**config.mk**
```make
export PLATFORM = sky130hd
export DESIGN_NAME = pipe_fetch
export DESIGN_NICKNAME = d
export VERILOG_FILES = /design/src/rtl/pipe_fetch_pkg.sv /design/src/rtl/pipe_npc_mux.sv /design/src/rtl/pipe_fetch.sv
export SDC_FILE = /design/constraint.sdc
export NUM_CORES = 1
export LEC_CHECK = 0
export BUFFER_PORTS_ARGS = -buffer_cell sky130_fd_sc_hd__buf_2
export CORE_MARGIN = 4
export CORE_UTILIZATION = 23
export CTS_CLUSTER_SIZE = 12
export DETAILED_ROUTE_END_ITERATION = 10
export PLACE_DENSITY = 0.55
export SYNTH_ARGS = -nofsm -noshare
export SYNTH_HDL_FRONTEND = slang
export SYNTH_SLANG_ARGS = --single-unit
```
**constraint.sdc**
```tcl
create_clock -name clock -period 3.1 [get_ports clock]
set_input_delay 0.775 -clock clock [delete_from_list [all_inputs] [get_ports clock]]
set_output_delay 0.775 -clock clock [all_outputs]
set_load 0.02 [all_outputs]
```
**src/rtl/pipe_fetch_pkg.sv**
```systemverilog
// Shared encodings for the instruction-fetch stage: next-PC selects, FSM states, bubble word.
package pipe_fetch_pkg;

    typedef enum logic [1:0] {
        PCSRC_PC4 = 2'b00,
        PCSRC_BPC = 2'b01,
        PCSRC_RPC = 2'b10,
        PCSRC_JPC = 2'b11
    } pcsrc_e;

    typedef enum logic {
        S_REQ  = 1'b0,
        S_HOLD = 1'b1
    } fetch_state_e;

    localparam logic [31:0] NOP              = 32'h0000_0000;
    localparam logic [31:0] RESET_PC_DEFAULT = 32'h0000_0000;

endpackage

```
**src/rtl/pipe_npc_mux.sv**
```systemverilog
// Next-PC select: 4:1 by pcsource, overridden by a pending redirect target.
// Purely combinational, no backpressure.
module pipe_npc_mux
    import pipe_fetch_pkg::*;
(
    input  logic [1:0]  pcsource,
    input  logic [31:0] pc4,
    input  logic [31:0] bpc,
    input  logic [31:0] rpc,
    input  logic [31:0] jpc,
    input  logic        pend_valid,
    input  logic [31:0] pend_target,
    output logic [31:0] sel_target,
    output logic [31:0] npc
);

    always_comb begin
        sel_target = pc4;
        unique case (pcsrc_e'(pcsource))
            PCSRC_PC4: sel_target = pc4;
            PCSRC_BPC: sel_target = bpc;
            PCSRC_RPC: sel_target = rpc;
            PCSRC_JPC: sel_target = jpc;
        endcase
    end

    // An already-latched redirect always beats whatever ID presents now.
    assign npc = pend_valid ? pend_target : sel_target;

endmodule

```
**src/rtl/pipe_fetch.sv**
```systemverilog
// Instruction fetch stage: one outstanding imem request, word hold on ID stall, redirect capture.
// imem_ack to ins is 0 cycles; wpcir=0 parks the captured word in S_HOLD and stops requesting.
module pipe_fetch
    import pipe_fetch_pkg::*;
#(
    parameter logic [31:0] RESET_PC = RESET_PC_DEFAULT
) (
    input  logic        clock,
    input  logic        resetn,
    input  logic        wpcir,
    input  logic [1:0]  pcsource,
    input  logic [31:0] bpc,
    input  logic [31:0] rpc,
    input  logic [31:0] jpc,
    output logic        imem_req,
    output logic [31:0] imem_addr,
    input  logic        imem_ack,
    input  logic [31:0] imem_rdata,
    output logic [31:0] pc,
    output logic [31:0] pc4,
    output logic [31:0] ins,
    output logic        fetch_busy
);

    fetch_state_e state_q, state_d;
    logic [31:0]  pc_q, pc_d;
    logic         pend_valid_q, pend_valid_d;
    logic [31:0]  pend_target_q, pend_target_d;
    logic [31:0]  hold_q, hold_d;
    logic         ack_mask_q, ack_mask_d;

    logic [31:0]  pc_plus4;
    logic [31:0]  sel_target;
    logic [31:0]  npc;
    logic         ack_vld;
    logic         load_pc;

    assign pc_plus4 = pc_q + 32'd4;

    // An ack landing in the first cycle after reset belongs to the abandoned request.
    assign ack_vld = imem_ack && !ack_mask_q;

    pipe_npc_mux u_npc_mux (
        .pcsource    (pcsource),
        .pc4         (pc_plus4),
        .bpc         (bpc),
        .rpc         (rpc),
        .jpc         (jpc),
        .pend_valid  (pend_valid_q),
        .pend_target (pend_target_q),
        .sel_target  (sel_target),
        .npc         (npc)
    );

    always_comb begin
        state_d       = state_q;
        pc_d          = pc_q;
        pend_valid_d  = pend_valid_q;
        pend_target_d = pend_target_q;
        hold_d        = hold_q;
        ack_mask_d    = 1'b0;
        load_pc       = 1'b0;

        unique case (state_q)
            S_REQ: begin
                if (ack_vld) begin
                    if (wpcir) begin
                        load_pc = 1'b1;
                    end else begin
                        hold_d  = imem_rdata;
                        state_d = S_HOLD;
                    end
                end else if (wpcir && (pcsrc_e'(pcsource) != PCSRC_PC4) && !pend_valid_q) begin
                    // ID moves on past the branch while we still wait; remember where to go.
                    pend_valid_d  = 1'b1;
                    pend_target_d = sel_target;
                end
            end
            S_HOLD: begin
                if (wpcir) begin
                    load_pc = 1'b1;
                    state_d = S_REQ;
                end
            end
        endcase

        if (load_pc) begin
            pc_d         = npc;
            pend_valid_d = 1'b0;
        end
    end

    always_ff @(posedge clock or negedge resetn) begin
        if (!resetn) begin
            state_q       <= S_REQ;
            pc_q          <= RESET_PC;
            pend_valid_q  <= 1'b0;
            pend_target_q <= 32'h0;
            hold_q        <= 32'h0;
            ack_mask_q    <= 1'b1;
        end else begin
            state_q       <= state_d;
            pc_q          <= pc_d;
            pend_valid_q  <= pend_valid_d;
            pend_target_q <= pend_target_d;
            hold_q        <= hold_d;
            ack_mask_q    <= ack_mask_d;
        end
    end

    always_comb begin
        imem_req   = resetn && (state_q == S_REQ);
        imem_addr  = pc_q;
        pc         = pc_q;
        pc4        = pc_plus4;
        fetch_busy = (state_q == S_REQ) && !ack_vld;
        ins        = NOP;
        unique case (state_q)
            S_REQ:  ins = ack_vld ? imem_rdata : NOP;
            S_HOLD: ins = hold_q;
        endcase
    end

endmodule

```
==> metrics.md <==
| Metric | Value |
|---|---|
| Reg2Reg Setup Slack | `0.68 ns` |
| Clock power share | `0.185` |
| WL/cell | `18.49 um` |
| Starting density of the core | `0.2348` |
| CP startpoint | `imem_addr[10]` |
| Synth Area per Inst | `10.15 um2` |
| Die height | `168.8 um` |
| Compound-Gate Fraction of Synth Area | `0.1483` |
| Area leader, netlist | `dfrtp_1` |
| Total GRT Usage | `0.1490` |
| Worst rel slew slack | `0.3603` |
| Seq pwr share | `0.338` |
| Final Max Tran Viols | `0` |
| # DRC | `0` |
| Most frequent cells in the layout | `buf_2 (257), dfrtp_1 (97), mux2_2 (61)` |
| VDD IR max | `291.7 uV` |
| # fillers | `2,634` |
| Ports | `264` |
| Worst Max-Slew Pin Slew | `0.9576 ns` |
| Die area | `28,490 um2` |
| Yosys reg bits | `99` |
| Die Wd | `168.8 um` |
| Post-route ant nets | `0` |
| CP required | `2.32 ns` |
| CTS Buffer Depth | `2` |
| Clock slew at reported path FFs | `0.08 ns` |
| Setup Skew | `0.01700 ns` |
| Seq/Total Area, Yosys | `0.4168` |
| Yosys cell types | `53` |
| Most common cell after layout, fill and taps aside | `buf_2` |
| CTS tree | `yes` |
| Setup TNS | `-0.001460 ns` |
| Top_reg_cell synth | `dfrtp_1` |
| Crit share post-route | `1.000` |
| Number of synthesized flops with an enable pin | `0` |
| CP max FO | `4` |
| GPL Wtd Cong | `0.8289` |
| Async S/R FF share, synth | `1.000` |
| Comb power frac | `0.477` |
| Startpoint Class | `flop` |
| Outcome | `complete, but fails checks` |
| Switching pwr | `2.524 mW` |
| DR vias/cell | `4.785` |
| Fin crit period | `3.101 ns` |
| R2R cell count | `9` |
| DP HPWL | `16,800 um` |
| Failing checks | `negative setup slack` |
| Pin count of the biggest net entering global routing | `62` |
| Pre-CTS setup slack | `0.2053 ns` |
| DRT Wirelength | `21,770 um` |
| Critical setup path kind | `reg2out` |
| Clock sink total | `99` |
| RSZ-0062 raised after global routing | `true` |
| Mapped Cells | `586` |
| Num rows | `58` |
| Post-layout net count | `977` |
| CP Data Arrival Time | `2.33 ns` |
| Fin Hold WS | `0.5028 ns` |
| Cts bufs inserted | `9` |
| Maxcap violations | `0` |
| Peak Freq | `0.3224 GHz` |
| Crit path largest cell delay | `0.61 ns` |
| Worst hold path stage count | `1` |
| Core area | `25,330 um2` |
| Syn-to-layout area delta | `36.04%` |
| Internal power | `3.364 mW` |
| Switch share | `0.4287` |
| First drt pass iteration count | `6` |
| Syn Std Cell Area | `5947 um2` |
| Crit-path cells | `nand3_4, or4_4, buf_6, nor3_2, buf_4, nand3_4, xnor2_2, buf_4` |
| Mapped Nets | `721` |
| Ys Warns | `0` |
| Reg-to-reg startpoint | `imem_addr[3]` |
| H-tree lvl count | `3` |
| # setup viols final | `1` |
| Post-Synth Simple-Gate Area | `0.1361` |
| XOR/XNOR share of the synthesized area | `0.04250` |
| Hold Startpoint | `pend_target_q[31]` |
| Multiplexer area fraction after synthesis | `0.1799` |
| Grt ovf | `0` |
| HP Class | `reg2reg` |
| Top cell type's share of synthesized area | `0.4124` |
| First-pass GRT wire length | `33,060 um` |
| Crit path buf inv count | `3` |
| CTS Root Cell | `clkbuf_16` |
| Leading post-synthesis cells by cell area | `dfrtp_1 (41%), mux2_2 (12%), a22o_1 (5.3%)` |
| Reg2reg end | `imem_addr[14]` |
| Vias in the first global route | `5,561` |
| Largest family of logic cells by synthesized area | `multiplexers` |
| Worst skew pair latency | `0.35 ns` |
| Final Hold Vio Count | `0` |
| Hold Path End | `pend_target_q[31]` |
| Critical path's slowest cell | `or4_4` |
| CP top delay family | `simple AND/OR/NAND/NOR gates` |
| I/O Buffers | `263` |
| Antenna violations before repair | `1` |
| Cell leakage power | `3.847 nW` |
| DRT iter0 DRCs | `352` |
| Setup ws final | `-0.001460 ns` |
| Adder-Cell Fraction of Synth Area | `0.002104` |
| CP Capture Type | `primary output` |
| Pwr/cell area | `727.9 nW/um2` |
| Fraction of layout cells with a size suffix above 1 | `0.5154` |
| Via count | `5,632` |
-- cells in the mapped netlist, types with 2 or more instances --
library cell	number
nand3_1	29
buf_1	5
nand4_1	6
mux2_2	61
a222oi_1	4
o21ai_0	29
clkbuf_1	31
or3_1	3
buf_2	2
mux2i_1	9
nor3_1	7
buf_4	34
xnor2_1	17
xor2_1	10
nor2_1	42
nor4_1	5
a21oi_1	34
o22a_1	3
o22ai_1	5
a31oi_1	2
dfrtp_1	98
o221ai_1	3
nor2b_1	3
a211oi_1	3
inv_1	7
nand2_1	41
a22o_1	36
mux4_2	13
nand2b_1	4
and3_1	13
nand3_2	2
o211ai_1	4
-- power by group through the flow --
stage | logic [mW] | registers, mW | clock network, mW
after CTS | 2.79 | 1.98 | 1.12
after detailed placement | 2.76 | 2.01 | 0
final | 2.81 | 1.99 | 1.09
after global routing | 3.04 | 2.06 | 1.19
after global placement | 2.76 | 1.99 | 0
after floorplan | 1.58 | 2.22 | 0
-- stage by stage --
stage | instance area, um2 | cells | total power, mW | util
detailed placement | 7640 | 1154 | 4.764 | 0.3017
CTS | 7961 | 1171 | 5.897 | 0.3143
global placement | 7640 | 1154 | 4.751 | 0.3017
finish | 8090 | 1177 | 5.889 | 0.3194
global route | 8090 | 1177 | 6.279 | 0.3194
floorplan | 5947 | 586 | 3.805 | -
-- state kept, by name (all words and copies together), names as in the netlist --
register,flops
ack_mask_q,1
hold_q,32
imem_addr,32
pend_target_q,32
pend_valid_q,1
state_q,1
-- kinds of logic (layout without fill, tap and decap cells) --
kind of cell	Yosys count	in the layout
adder cells (fa/ha/maj)	1	1
XOR/XNOR	28	28
other	1	2
AND/OR/NAND/NOR	164	164
flip-flops	99	99
AO/OA/AOI/OAI	130	130
buffers and inverters	80	340
multiplexers	83	83
-- per-layer routing --
layer	routed length, um	global-route usage
met3	1498	0.02662
met1	9714	0.2069
met5	0	0
met2	10160	0.2389
met4	391	0.04234
-- what timing repair did --
action                                  CTS  global route
resized for setup                         7            18
hold buffers                              0             0
endpoints found under the setup margin    7            13
cloned                                    0             0
pin swaps                                 1             6
buffers inserted                          2             5
-- area by class of cell --
class                           count  area [um2]  share of cell area
Multi-Input combinational cell    407        3149              0.3893
Sequential cell                    99        2480              0.3065
Timing Repair Buffer              318        1748              0.2161
Tap cell                          330       412.9             0.05104
Clock buffer                        9       225.2             0.02784
Clock inverter                      6       46.29            0.005722
Inverter                            7       26.28            0.003248
Antenna cell                        1       2.502           0.0003093
-- worst reg2reg max path, stage by stage (launching register included) --
cell	delay (ns)
dfrtp_1	0.37
buf_4	0.14
ha_2	0.21
nand4_1	0.14
buf_4	0.18
nor3_2	0.27
nand2_1	0.12
xnor2_1	0.16
a222oi_1	0.49
o21ai_0	0.18
-- worst max path at each step --
stage | endpoint | slack, ns | cells after the start
global route | pc4[31] | -0.14 | 7
detailed placement | pc4[31] | 0.21 | 7
floorplan | pc4[31] | 0.12 | 6
global placement | pc4[31] | 0.25 | 7
CTS | pc4[31] | -0.04 | 7
finish | pc4[25] | -0.001 | 8
No activity file was read; power rests on OpenSTA's default activity.
